===== src/rtl/msg_pkg.sv =====
// ---------------------------------------------------------------------------
// msg_pkg
// Shared definitions for the message router: message type codes, router
// FSM state encoding and helpers that derive the message field widths
// from the router parameters.
// ---------------------------------------------------------------------------
package msg_pkg;

  // Message type codes carried in the top four bits of every message.
  // MSG_BCAST is the only code the router treats specially.
  typedef enum logic [3:0] {
    MSG_READ  = 4'h1,
    MSG_WRITE = 4'h2,
    MSG_INV   = 4'h3,
    MSG_ACK   = 4'h4,
    MSG_BCAST = 4'hF
  } msg_type_e;

  // Router delivery states.
  typedef enum logic [1:0] {
    IDLE,
    UNICAST,
    BCAST
  } router_state_e;

  // Width of a cache id (src/dst fields).
  function automatic int id_width(input int cache_num);
    return $clog2(cache_num);
  endfunction

  // Full message width: type + src + dst + address.
  function automatic int msg_width(input int cache_num, input int addr_width);
    return 4 + 2 * $clog2(cache_num) + addr_width;
  endfunction

endpackage


===== src/rtl/msg_fifo.sv =====
// ---------------------------------------------------------------------------
// msg_fifo
// Message FIFO with storage, wrapping pointers and an occupancy count.
// Ports:
//   clk, rst_n      clock, asynchronous active-low reset
//   i_valid/i_data  incoming message; accepted when not full or when a
//                   pop happens in the same cycle, otherwise dropped
//   i_pop           remove the head (ignored while empty)
//   o_next_head     message that will be at the head after this edge
//   o_next_empty    FIFO will be empty after this edge
//   o_count         current occupancy
//   o_almost_full   registered (count >= DEPTH-2)
//   o_drop          incoming message is being discarded this cycle
// ---------------------------------------------------------------------------
module msg_fifo #(
  parameter int DATA_W = 8,
  parameter int DEPTH  = 8,
  localparam int AW    = $clog2(DEPTH),
  localparam int CW    = AW + 1
) (
  input  logic              clk,
  input  logic              rst_n,
  input  logic              i_valid,
  input  logic [DATA_W-1:0] i_data,
  input  logic              i_pop,
  output logic [DATA_W-1:0] o_next_head,
  output logic              o_next_empty,
  output logic [CW-1:0]     o_count,
  output logic              o_almost_full,
  output logic              o_drop
);

  logic [DATA_W-1:0] r_mem [DEPTH];
  logic [AW-1:0]     r_wr;
  logic [AW-1:0]     r_rd;
  logic [CW-1:0]     r_count;
  logic              r_almost_full;

  logic              w_full;
  logic              w_empty;
  logic              w_push;
  logic              w_pop;
  logic [AW-1:0]     w_rd_next;
  logic [CW-1:0]     w_count_next;

  assign w_full       = (r_count == CW'(DEPTH));
  assign w_empty      = (r_count == '0);
  assign w_pop        = i_pop & ~w_empty;
  // A pop frees a slot in the same cycle, so a full FIFO still accepts.
  assign w_push       = i_valid & (~w_full | w_pop);
  assign o_drop       = i_valid & w_full & ~w_pop;
  assign w_rd_next    = r_rd + AW'(w_pop);
  assign w_count_next = r_count + CW'(w_push) - CW'(w_pop);
  assign o_next_empty = (w_count_next == '0);
  // When the next read slot is the one being written right now, the new
  // head is the incoming message rather than stale storage.
  assign o_next_head  = (w_push && (w_rd_next == r_wr)) ? i_data : r_mem[w_rd_next];

  assign o_count       = r_count;
  assign o_almost_full = r_almost_full;

  // Pointers wrap naturally because DEPTH is a power of two.
  always_ff @(posedge clk or negedge rst_n) begin
    if (!rst_n) begin
      r_wr          <= '0;
      r_rd          <= '0;
      r_count       <= '0;
      r_almost_full <= 1'b0;
    end else begin
      if (w_push) r_wr <= r_wr + AW'(1);
      r_rd          <= w_rd_next;
      r_count       <= w_count_next;
      r_almost_full <= (w_count_next >= CW'(DEPTH - 2));
    end
  end

  // Storage is not reset; only the pointers define valid contents.
  always_ff @(posedge clk) begin
    if (w_push) r_mem[r_wr] <= i_data;
  end

endmodule


===== src/rtl/msg_router.sv =====
// ---------------------------------------------------------------------------
// msg_router
// Buffers arbitrated coherence messages in a FIFO and delivers the head to
// one cache (unicast) or to every cache except the sender (broadcast).
// Ports:
//   clk, rst_n        clock, asynchronous active-low reset
//   msg_in_valid      message present (no back-pressure)
//   msg_in            message {type, src, dst, addr}
//   msg_dst_valid     per-cache delivery valid
//   msg_dst_ready     per-cache delivery ready
//   msg_dst           delivered message, shared by all caches
//   fifo_almost_full  upstream must stop requesting while high
//   fifo_count        FIFO occupancy
//   overflow_err      sticky: a message was dropped
// ---------------------------------------------------------------------------
module msg_router
  import msg_pkg::*;
#(
  parameter int  cache_num  = 2,
  parameter int  addr_width = 32,
  parameter int  fifo_depth = 8,
  localparam int MSG_W      = msg_width(cache_num, addr_width),
  localparam int ID_W       = id_width(cache_num),
  localparam int CW         = $clog2(fifo_depth) + 1
) (
  input  logic                 clk,
  input  logic                 rst_n,
  input  logic                 msg_in_valid,
  input  logic [MSG_W-1:0]     msg_in,
  output logic [cache_num-1:0] msg_dst_valid,
  input  logic [cache_num-1:0] msg_dst_ready,
  output logic [MSG_W-1:0]     msg_dst,
  output logic                 fifo_almost_full,
  output logic [CW-1:0]        fifo_count,
  output logic                 overflow_err
);

  router_state_e        r_state;
  logic [cache_num-1:0] r_dst_valid;
  logic [MSG_W-1:0]     r_msg_dst;
  logic [ID_W-1:0]      r_cur_dst;
  logic                 r_cur_ok;
  logic                 r_ovf;

  logic                 w_pop;
  logic                 w_reload;
  logic                 w_drop;
  logic [MSG_W-1:0]     w_next_head;
  logic                 w_next_empty;
  logic [3:0]           w_nh_type;
  logic [ID_W-1:0]      w_nh_src;
  logic [ID_W-1:0]      w_nh_dst;
  logic                 w_nh_dst_ok;
  logic [cache_num-1:0] w_onehot;
  logic [cache_num-1:0] w_bmask;

  msg_fifo #(
    .DATA_W (MSG_W),
    .DEPTH  (fifo_depth)
  ) u_fifo (
    .clk           (clk),
    .rst_n         (rst_n),
    .i_valid       (msg_in_valid),
    .i_data        (msg_in),
    .i_pop         (w_pop),
    .o_next_head   (w_next_head),
    .o_next_empty  (w_next_empty),
    .o_count       (fifo_count),
    .o_almost_full (fifo_almost_full),
    .o_drop        (w_drop)
  );

  assign w_nh_type = w_next_head[MSG_W-1 -: 4];
  assign w_nh_src  = w_next_head[MSG_W-5 -: ID_W];
  assign w_nh_dst  = w_next_head[addr_width +: ID_W];

  // Decode the upcoming head into its unicast one-hot target and its
  // broadcast mask (everyone but the sender).
  always_comb begin
    w_nh_dst_ok = (int'(w_nh_dst) < cache_num);
    w_onehot    = '0;
    if (w_nh_dst_ok) w_onehot[w_nh_dst] = 1'b1;
    w_bmask     = '1;
    if (int'(w_nh_src) < cache_num) w_bmask[w_nh_src] = 1'b0;
  end

  // Head pops when its delivery completes; an undeliverable unicast pops
  // straight away. In broadcast, the valid vector is the pending mask, so
  // the head goes once every still-pending bit is ready.
  always_comb begin
    w_pop = 1'b0;
    case (r_state)
      UNICAST: w_pop = r_cur_ok ? (r_dst_valid[r_cur_dst] & msg_dst_ready[r_cur_dst]) : 1'b1;
      BCAST:   w_pop = ((r_dst_valid & ~msg_dst_ready) == '0);
      default: w_pop = 1'b0;
    endcase
  end

  assign w_reload = (r_state == IDLE) | w_pop;

  // Delivery FSM. Whenever the current head is finished (or nothing is in
  // flight) the state and outputs are loaded from the head that will be
  // present after this edge, which keeps back-to-back delivery at one
  // message per cycle without bypassing the FIFO.
  always_ff @(posedge clk or negedge rst_n) begin
    if (!rst_n) begin
      r_state     <= IDLE;
      r_dst_valid <= '0;
      r_msg_dst   <= '0;
      r_cur_dst   <= '0;
      r_cur_ok    <= 1'b0;
      r_ovf       <= 1'b0;
    end else begin
      if (w_drop) r_ovf <= 1'b1;
      if (w_reload) begin
        if (w_next_empty) begin
          r_state     <= IDLE;
          r_dst_valid <= '0;
        end else if (w_nh_type == MSG_BCAST) begin
          r_state     <= BCAST;
          r_dst_valid <= w_bmask;
          r_msg_dst   <= w_next_head;
        end else begin
          r_state     <= UNICAST;
          r_dst_valid <= w_onehot;
          r_cur_dst   <= w_nh_dst;
          r_cur_ok    <= w_nh_dst_ok;
          if (w_nh_dst_ok) r_msg_dst <= w_next_head;
        end
      end else if (r_state == BCAST) begin
        r_dst_valid <= r_dst_valid & ~msg_dst_ready;
      end
    end
  end

  assign msg_dst_valid = r_dst_valid;
  assign msg_dst       = r_msg_dst;
  assign overflow_err  = r_ovf;

endmodule

===== config.mk =====
export PLATFORM = sky130hd
export DESIGN_NAME = msg_router
export DESIGN_NICKNAME = d
export VERILOG_FILES = /design/src/rtl/msg_pkg.sv /design/src/rtl/msg_fifo.sv /design/src/rtl/msg_router.sv
export SDC_FILE = /design/constraint.sdc
export NUM_CORES = 1
export LEC_CHECK = 0
export CELL_PAD_IN_SITES_DETAIL_PLACEMENT = 0
export CELL_PAD_IN_SITES_GLOBAL_PLACEMENT = 1
export CORE_MARGIN = 1.5
export CORE_UTILIZATION = 50
export DETAILED_ROUTE_END_ITERATION = 16
export DONT_BUFFER_PORTS = 1
export HOLD_SLACK_MARGIN = 0.06
export PLACE_DENSITY = 0.74
export SLEW_MARGIN = 0
export SYNTH_ARGS = -nofsm -noshare
export SYNTH_HDL_FRONTEND = slang
export SYNTH_SLANG_ARGS = --single-unit

===== constraint.sdc =====
create_clock -name clk -period 14 [get_ports clk]
set_input_delay 2.8 -clock clk [delete_from_list [all_inputs] [get_ports clk]]
set_output_delay 2.8 -clock clk [all_outputs]
set_load 0.05 [all_outputs]

==> flow_metrics.py <==
metrics = {
    "outcome": {
        "status": "complete, no violations",
    },
    "yosys": {
        "synth_top_cell_by_area": "edfxtp_1",
        "synth_warnings": 0,
        "synth_cells": 754,
        "synth.net_count": 810,
        "synthFlopType": "edfxtp_1",
        "syn_area_sq_um": 14200,
        "yosys.area.top_type_share_pct": 64.5,
        "synth_edf_count": 304,
        "ys_seq_area_share_pct": 74.4,
        "synth_cell_types": 40,
        "synth.ff_latch_count": 360,
        "async_flop_share_pct": 15.6,
        "synth_area_leaders": "edfxtp_1 64%, mux4_2 12%, dfrtp_1 9.9%",
        "syn_avg_cell_area_sq_um": 18.8,
    },
    "setup_path": {
        "crit_path_start_kind": "input port",
        "cp_slowest_cell": "buf_4",
        "slowest_delay_ps": 680,
        "reg2reg_from": "msg_dst_valid[0]",
        "crit_fanout": 41,
        "crit_family": "compound AO/OA/AOI/OAI gates",
        "critPathLaunch": "msg_dst_ready[0]",
        "crit_chain": "and2_1 > o221ai_1 > a21boi_0 > and2_1 > ha_4 > ha_4 > xor2_4 > buf_4 > xnor2_1 > o2111ai_4 > mux2i_2 > nand2b_1 > mux2_1",
        "cp_num_buf_inv": 1,
        "critPathArrivalTime_ps": 6660,
        "path_class": "input port to flop",
        "required_ps": 14390,
        "end_kind": "flop",
    },
    "run": {
        "cap_viol_max_count": 0,
    },
    "die": {
        "die_width_um": 171,
        "num_rows": 61,
        "core_area_sq_um": 27900,
        "dieArea_sq_um": 29300,
        "initial_core_util_pct": 50.8,
        "die_h_um": 171,
        "io-pin-count": 89,
    },
    "timing": {
        "setup_viol": 0,
        "worst_slack_ps": 7730,
        "tns_ps": 0,
        "rsz0062_at_grt": "false",
        "drv_slew": 0,
        "finClkSkew_ps": 24.8,
        "min_period_ps": 6270,
        "final_hold_viol_count": 0,
        "finalCritPeriodShare_pct": 44.8,
        "slew_headroom_pct": 20.6,
        "fmax_mhz": 160,
        "worst_pin_slew_ps": 1190,
        "whs_ps": 506,
    },
    "hold_path": {
        "min-delay-start": "r_cur_ok",
        "min_path_type": "flop to flop",
    },
    "clock_network": {
        "cts_tree": "built",
        "cts_buffer_depth": 3,
        "cts-resized-gates": 0,
        "root_buffer": "clkbuf_16",
        "cts.htree.levels": 2,
        "clock_sinks": 360,
        "hold_buffers": 0,
        "worstSkewPairLatency_ps": 530,
        "post_cts_buffers": 0,
        "cts_buffers": 38,
        "clkTransAtPathRegs_ps": 60,
    },
    "placed_design": {
        "numPortBuffers": 0,
        "pre_cts_slack_ps": 7160,
        "gp_congestion": 0.742,
        "place_hpwl_um": 15200,
    },
    "detailed_routing": {
        "vias": 6773,
        "totalWireLength_um": 27600,
        "drtAntennaViolNets": 0,
        "drt_first_pass_iters": 6,
        "drc": 0,
        "viasPerCell": 5.74,
        "wire_per_inst_um": 23.4,
        "dr.first_iter.drc_count": 428,
    },
    "global_route": {
        "grt-ovfl-total": 0,
        "grt_max_degree": 80,
        "grt_pass1_vias": 7250,
        "grtUsageTotal_pct": 19.6,
        "grt_pass1_wl_um": 42100,
        "antenna_found_initial": 0,
    },
    "finish": {
        "nFillCells": 2076,
        "layout_commonest_cell": "edfxtp_1",
        "layout_common_cells": "304 x edfxtp_1, 82 x nand2_1, 75 x o21ai_0",
        "antenna_cells": 0,
        "drive_above_1_share_pct": 20.6,
        "syn_to_final_growth_pct": 12.3,
        "nets": 827,
    },
}
-- worst register-to-register path, cell delays in order, from the launching register on --
cell and delay, ps:
dfrtp_1 670, and2_1 210, o221ai_1 140, a21boi_0 470, and2_1 300, ha_4 170, ha_4 150, xor2_4 120
buf_4 680, xnor2_1 290, o2111ai_4 490, mux2i_2 450, nand2b_1 160, mux2_1 330
-- per-layer routing --
metal  vias to the layer above  wire length [um]  GRT usage [%]
met2                       186             13700           33.0
met5                         -                 0              0
li1                       3008                 -              -
met4                         0               467           5.07
met1                      3539             11400           25.9
met3                        40              1990           4.51
-- cells by family (layout without fill, tap and decap cells) --
logic type / after synthesis / in the layout / synth area share, %
AOI/OAI and AO/OA: 87 / 87 / 3.31
xor gates and xnor gates: 8 / 8 / 0.495
and+or+nand+nor: 109 / 109 / 3.25
adders and majority gates: 13 / 13 / 1.20
muxes: 122 / 122 / 15.5
buffers and inverters: 55 / 102 / 1.85
DFF: 360 / 360 / 74.4
-- metrics by stage --
stage | utilization (%) | instance area [sq um] | std cells
detailed placement | 52.6 | 14700 | 1109
global route | 57.1 | 15900 | 1179
CTS | 57.1 | 15900 | 1179
floorplan | - | 14200 | 754
global placement | 52.6 | 14700 | 1109
finish | 57.1 | 15900 | 1179
-- path summary, 6_finish.rpt --
| check | to | slack, ps | cells past startpoint |
|---|---|---|---|
| setup / recovery | r_cur_dst | 7730 | 13 |
| hold / removal | r_cur_ok | 510 | 1 |
| setup reg to reg | r_cur_dst | 9250 | 13 |
| hold reg to reg | r_cur_ok | 510 | 1 |
| max in group asynchronous | msg_dst[18] | 11900 | 0 |
| min in group asynchronous | msg_dst[29] | 1970 | 0 |
-- area by class of cell --
type | instances | area (sq um) | share of cell area, %
repair buffers | 16 | 120 | 0.756
multi-input cells | 339 | 3480 | 21.9
well taps | 378 | 473 | 2.98
clock buffers | 50 | 1060 | 6.66
inverters | 16 | 60.1 | 0.378
clock inverters | 20 | 171 | 1.08
flip-flops and latches | 360 | 10500 | 66.2
-- cells in the mapped netlist (all sizes together) (3+ instances only) --
| library cell | count |
|---|---|
| o21ai | 77 |
| edfxtp | 304 |
| nor2 | 6 |
| nand2b | 5 |
| buf | 30 |
| mux4 | 76 |
| inv | 16 |
| mux2 | 6 |
| ha | 12 |
| nand2 | 82 |
| xnor2 | 6 |
| mux2i | 40 |
| and2 | 3 |
| nor3 | 4 |
| nand3 | 3 |
| dfrtp | 56 |
| clkbuf | 9 |
-- state kept, by name (all words and copies together) (netlist names) --
signal,cells
r_cur_dst,1
u_fifo.o_almost_full,1
overflow_err,1
r_state,2
u_fifo.r_rd,3
u_fifo.r_wr,3
msg_dst_valid,2
u_fifo.o_count,4
msg_dst,38
r_cur_ok,1
u_fifo.r_mem,304
Power is not shown: default switching activity piles up to over one toggle a cycle in this logic, so the estimate is an artifact.
==> RTL edit 1, RTL diff (same settings) <==
Make the reset (`rst_n`) synchronous in 2 clocked blocks. Comments in the files are not updated.
--- a/src/rtl/msg_fifo.sv
+++ b/src/rtl/msg_fifo.sv
@@ -62,3 +62,3 @@
   // Pointers wrap naturally because DEPTH is a power of two.
-  always_ff @(posedge clk or negedge rst_n) begin
+  always_ff @(posedge clk) begin
     if (!rst_n) begin
--- a/src/rtl/msg_router.sv
+++ b/src/rtl/msg_router.sv
@@ -104,3 +104,3 @@
   // message per cycle without bypassing the FIFO.
-  always_ff @(posedge clk or negedge rst_n) begin
+  always_ff @(posedge clk) begin
     if (!rst_n) begin
Behaviour: differs if rst_n is asserted again (counterexample within 4 cycles, from zero or initial values and one cycle with rst_n low); with rst_n held inactive, the same outputs for 4 cycles.
==> RTL edit 1 against the unedited design <==
Via count rose by 2.8%; final area fell by 0.55%; hold slack got worse by 0.023 ns; sequential cell count did not move; critical path type unchanged; core utilization fell by 0.16 points; setup slack got worse by 0.43 ns; die area fell by 0.39%; global-route usage rose by 0.68 points; critical path depth rose by 1; wire length rose by 2.7%; synthesized area fell by 0.40%.
==> RTL edit 1: results (changes against the unedited design) <==
| Metric | Value |
|---|---|
| Post-Synth Adder-Cell Area | 0.0121 (was 0.0120) |
| CP top delay family | buffers and inverters (was compound AO/OA/AOI/OAI gates) |
| Initial antenna violation count | 0 (unchanged) |
| Layout cell share with drive strength beyond 1 | 0.198 (was 0.206) |
| Status | finished, final reports clean (unchanged) |
| Clk_lat worst skew | approximately 0.52 ns |
| ANT cells | 0 (unchanged) |
| Post-synthesis compound-gate area fraction | 0.0435 (was 0.0331) |
| Nets | 847 (was 827) |
| Fraction of registers with async set/reset | 0 (was 0.156) |
| Vias in the first global route | 7423 (was 7250) |
| Slowest CP cell | buf_4 (unchanged) |
| DR pass1 iterations | 4 (was 6) |
| First-pass GRT wire length | 43400 um (was 42100 um) |
| PortBufs | 0 (unchanged) |
| Slowest stage delay, CP | 0.83 ns (was 0.68 ns) |
| Number of cells upsized or downsized after cts | 0 (unchanged) |
| Inserted Clock Buffers | 37 (was 38) |
| Synth unique cells | 44 (was 40) |
| CTS max path bufs | 3 (unchanged) |
| Arrival time worst endpoint | 7.10 ns (was 6.66 ns) |
| Lkg Pwr | around 0.005 uW |
| Largest net degree at the start of global routing | 68 (was 80) |
| Clock-pin slew on the worst setup and hold paths | 0.06 ns (about the same) |
| Global-route usage over all layers | 0.203 (was 0.196) |
| Seq/Total Area, Yosys | 0.727 (was 0.744) |
| Net count after synthesis | 838 (was 810) |
| Root buffer cell | clkbuf_16 (unchanged) |
| Most flops, register | u_fifo.r_mem (unchanged) |
| Synth area leaders | edfxtp_1, mux4_2, dfxtp_1 (was edfxtp_1, mux4_2, dfrtp_1) |
| Worst Clk Skew | 0.0137 ns (was 0.0248 ns) |
| Post-Route WL | 28300 um (was 27600 um) |
| Slew Viols, Final | 0 (unchanged) |
| Max reg flops | 304 (unchanged) |
| DR vias/cell | 5.82 (was 5.74) |
| Post-synthesis mux area share | 0.156 (was 0.155) |
| Synth cell count leaders | edfxtp_1, nand2_1, mux4_2 (was edfxtp_1, nand2_1, o21ai_0) |
| Setup WS pre-CTS | 6.76 ns (was 7.16 ns) |
| Xor/xnor share of the synthesized area | 0.00435 (was 0.00495) |
| Worst slew margin relative to its limit | 0.164 (was 0.206) |
| RePlAce Congestion | 0.734 (was 0.742) |
| Crit path max fanout | 67 (was 41) |
| Detailed Place HPWL | 15400 um (was 15200 um) |
| Iteration-0 DRC Markers | 529 (was 428) |
[RTL edit 1: cell count changes after synthesis, moves of 7 or more]
cell      change
nor2_1        +7
o211ai_1     +36
dfrtp_1      -56
a21oi_1      +39
clkbuf_1     +15
dfxtp_1      +56
nand2_1       +8
o21ai_0      -71
[RTL edit 1: layout make-up]
type                    count  area, sq um
fillers                  2130        12000
flip-flops and latches    360        10200
multi-input cells         360         3690
clock buffers              54         1090
well taps                 378          473
repair buffers             16          120
clock inverters            13          119
inverters                  16         60.1
[RTL edit 1: per-stage QoR]
| stage | area, sq um | std cells | power (uW) | utilization |
|---|---|---|---|---|
| 2_1_floorplan | 14100 | 782 | 2090 | - |
| 4_1_cts | 15800 | 1197 | 3280 | 0.569 |
| 5_1_grt | 15800 | 1197 | 3400 | 0.569 |
| 3_5_place_dp | 14600 | 1130 | 2310 | 0.525 |
| 6_report | 15800 | 1197 | 3240 | 0.569 |
| 3_3_place_gp | 14600 | 1130 | 2290 | 0.525 |
[RTL edit 1: path summary, 6_finish.rpt]
check                           startpoint  slack, ns                       endpoint  cells past startpoint
min                r_state[0]$_SDFFE_PN0N_       0.48        r_state[0]$_SDFFE_PN0N_                      2
max reg2reg  msg_dst_valid[0]$_SDFFE_PN0P_       8.80  msg_dst_valid[1]$_SDFFE_PN0P_                     14
min reg2reg        r_state[0]$_SDFFE_PN0N_       0.48        r_state[0]$_SDFFE_PN0N_                      2
max                       msg_dst_ready[0]       7.30  msg_dst_valid[1]$_SDFFE_PN0P_                     14
[RTL edit 1: report_power, final]
part	switching, uW	internal (uW)
clock	389	580
sequential	203	1280
combinational	481	311
[RTL edit 1: metal layers]
layer  track usage  wire length (um)
met2         0.348             14200
met3        0.0444              1810
met5             0                 0
met1         0.260             11800
met4        0.0584               556
==> RTL edit 2, RTL diff (same flow settings) <==
Made on the original files. Change the parameter `fifo_depth` from 8 to 16.
--- a/src/rtl/msg_router.sv
+++ b/src/rtl/msg_router.sv
@@ -20,3 +20,3 @@
   parameter int  addr_width = 32,
-  parameter int  fifo_depth = 8,
+  parameter int  fifo_depth = 16,
   localparam int MSG_W      = msg_width(cache_num, addr_width),
Ports: changed (resized fifo_count); port bits go from 89 to 90. The function was not compared with the original's and may differ.
==> RTL edit 2 against the unedited design <==
Wire length is 96% higher; non-clock buffer count up 10; sequential cell count grew 307; setup slack worse by 0.38 ns; die area grew 82%; synthesized area rose by 84%; final area increased by 83%; critical path type unchanged; sequential share of layout area rose by 1.7 points; hold slack lost 0.0035 ns; core utilization down 0.59 points; critical endpoint is now msg_dst[18]$_DFFE_PN0P_; register-to-register slack lost 0.37 ns; via count is 72% higher.
==> RTL edit 2: results (changes against the unedited design) <==
| Metric | Value |
|---|---|
| Layout cell share with drive strength beyond 1 | 0.263 (was 0.206) |
| Global-route usage over all layers | 0.209 (was 0.196) |
| Number of post-CTS setup repair buffers | 0 (unchanged) |
| Period utilization | 0.475 (was 0.448) |
| CTS max path bufs | 3 (unchanged) |
| Status | finished, final reports clean (unchanged) |
| DR WL met2 | 26800 um (was 13700 um) |
| RePlAce Congestion | 0.716 (was 0.742) |
| PortBufs | 0 (unchanged) |
| Worst slew margin relative to its limit | 0.260 (was 0.206) |
| Slowest stage delay, CP | 0.77 ns (was 0.68 ns) |
| FF-to-FF Start | msg_dst_valid[0]$_DFFE_PN0P_ (unchanged) |
| Avg WL per Cell | 28.1 um (was 23.4 um) |
| Met3 routed WL | 4080 um (was 1990 um) |
| R2R cell count | 11 (was 13) |
| EDFF count, synth | 608 (was 304) |
| Inserted Clock Buffers | 67 (was 38) |
| Synth cell count leaders | edfxtp_1, mux4_2, dfrtp_1 (was edfxtp_1, nand2_1, o21ai_0) |
| Vias | 11600 (was 6773) |
| Nets | 1250 (was 827) |
| Global routing usage on met2 | 0.335 (was 0.330) |
| Clk_lat worst skew | 0.59 ns (was 0.53 ns) |
| Largest net degree at the start of global routing | 81 (was 80) |
| First-pass GRT wire length | 80200 um (was 42100 um) |
| YS warnings | 0 (unchanged) |
| DR pass1 iterations | 5 (was 6) |
| Iteration-0 DRC Markers | 965 (was 428) |
| DR vias/cell | 6.04 (was 5.74) |
| Worst Clk Skew | 0.0207 ns (was 0.0248 ns) |
| Arrival time worst endpoint | 7.08 ns (was 6.66 ns) |
| Synth unique cells | 52 (was 40) |
| Placement-stage cell area | 26800 sq um (was 14700 sq um) |
| M1 WL | 22400 um (was 11400 um) |
| Synth area leaders | edfxtp_1, mux4_2, dfrtp_1 (unchanged) |
| Global Route met3 Usage | 0.0477 (was 0.0451) |
| Final-layout fill cell count | 3672 (was 2076) |
| Met1 Resource Use GR | 0.291 (was 0.259) |
| Post-Synthesis Cells | 1152 (was 754) |
| Max reg flops | 608 (was 304) |
| Dpl cells | 1802 (was 1109) |
| Seq/Total Area, Yosys | 0.757 (was 0.744) |
| Crit path max fanout | 43 (was 41) |
| R2R Path End | msg_dst[18]$_DFFE_PN0P_ (was r_cur_dst$_DFFE_PN0P_) |
| Fraction of registers with async set/reset | 0.0885 (was 0.156) |
| H-tree levels | 3 (was 2) |
| Setup WS pre-CTS | 6.65 ns (was 7.16 ns) |
| R2R setup slack | 8.88 ns (was 9.25 ns) |
| Detailed Place HPWL | 26800 um (was 15200 um) |
RTL edit 2: cell types whose count changed after synthesis, moves of 7 or more:
cell	unedited run	this run
buf_2	16	8
buf_6	1	10
clkbuf_1	9	21
edfxtp_1	304	608
mux2i_1	39	50
mux4_1	3	10
mux4_2	73	176
nand2_1	82	50
nor2_1	6	13
o21ai_0	75	3
o21ai_1	2	38
RTL edit 2: critical path: cells and delay by family:
| kind | cells | cell delay [ns] |
|---|---|---|
| buf+inv | 2 | 1.52 |
| mux | 3 | 1.22 |
| fa+ha+maj | 1 | 0.65 |
| simple gates | 3 | 0.48 |
| compound gates | 2 | 0.31 |
RTL edit 2: cell families after synthesis:
kind of cell             after synthesis  synth area share
buffers and inverters                 71            0.0184
flip-flops                           667             0.757
XOR/XNOR                              13           0.00590
AO/OA/AOI/OAI                         57            0.0125
multiplexers                         237             0.182
adder cells (fa/ha/maj)               16           0.00797
AND/OR/NAND/NOR                       91            0.0162
RTL edit 2: final cells by class:
type                    instances  area [sq um]  area share
flip-flops and latches        667         19700       0.680
multi-input cells             414          6010       0.207
clock buffers                  99          1960      0.0676
well taps                     680           851      0.0293
clock inverters                23           223     0.00767
repair buffers                 26           195     0.00672
inverters                      15          56.3     0.00194
RTL edit 2: worst min path at each step:
stage | slack, ns | endpoint
after floorplan | 0.46 | r_cur_ok$_DFFE_PN0P_
after global placement | 0.48 | r_cur_ok$_DFFE_PN0P_
after detailed placement | 0.48 | r_cur_ok$_DFFE_PN0P_
after CTS | 0.50 | r_cur_ok$_DFFE_PN0P_
after global routing | 0.53 | r_cur_ok$_DFFE_PN0P_
final | 0.50 | r_cur_ok$_DFFE_PN0P_
RTL edit 2: report_power, final:
part           switching, uW  internal (uW)  leakage (uW)
registers                357           2450       0.00621
logic                   1140           1130       0.00240
clock network            722           1050       0.00108
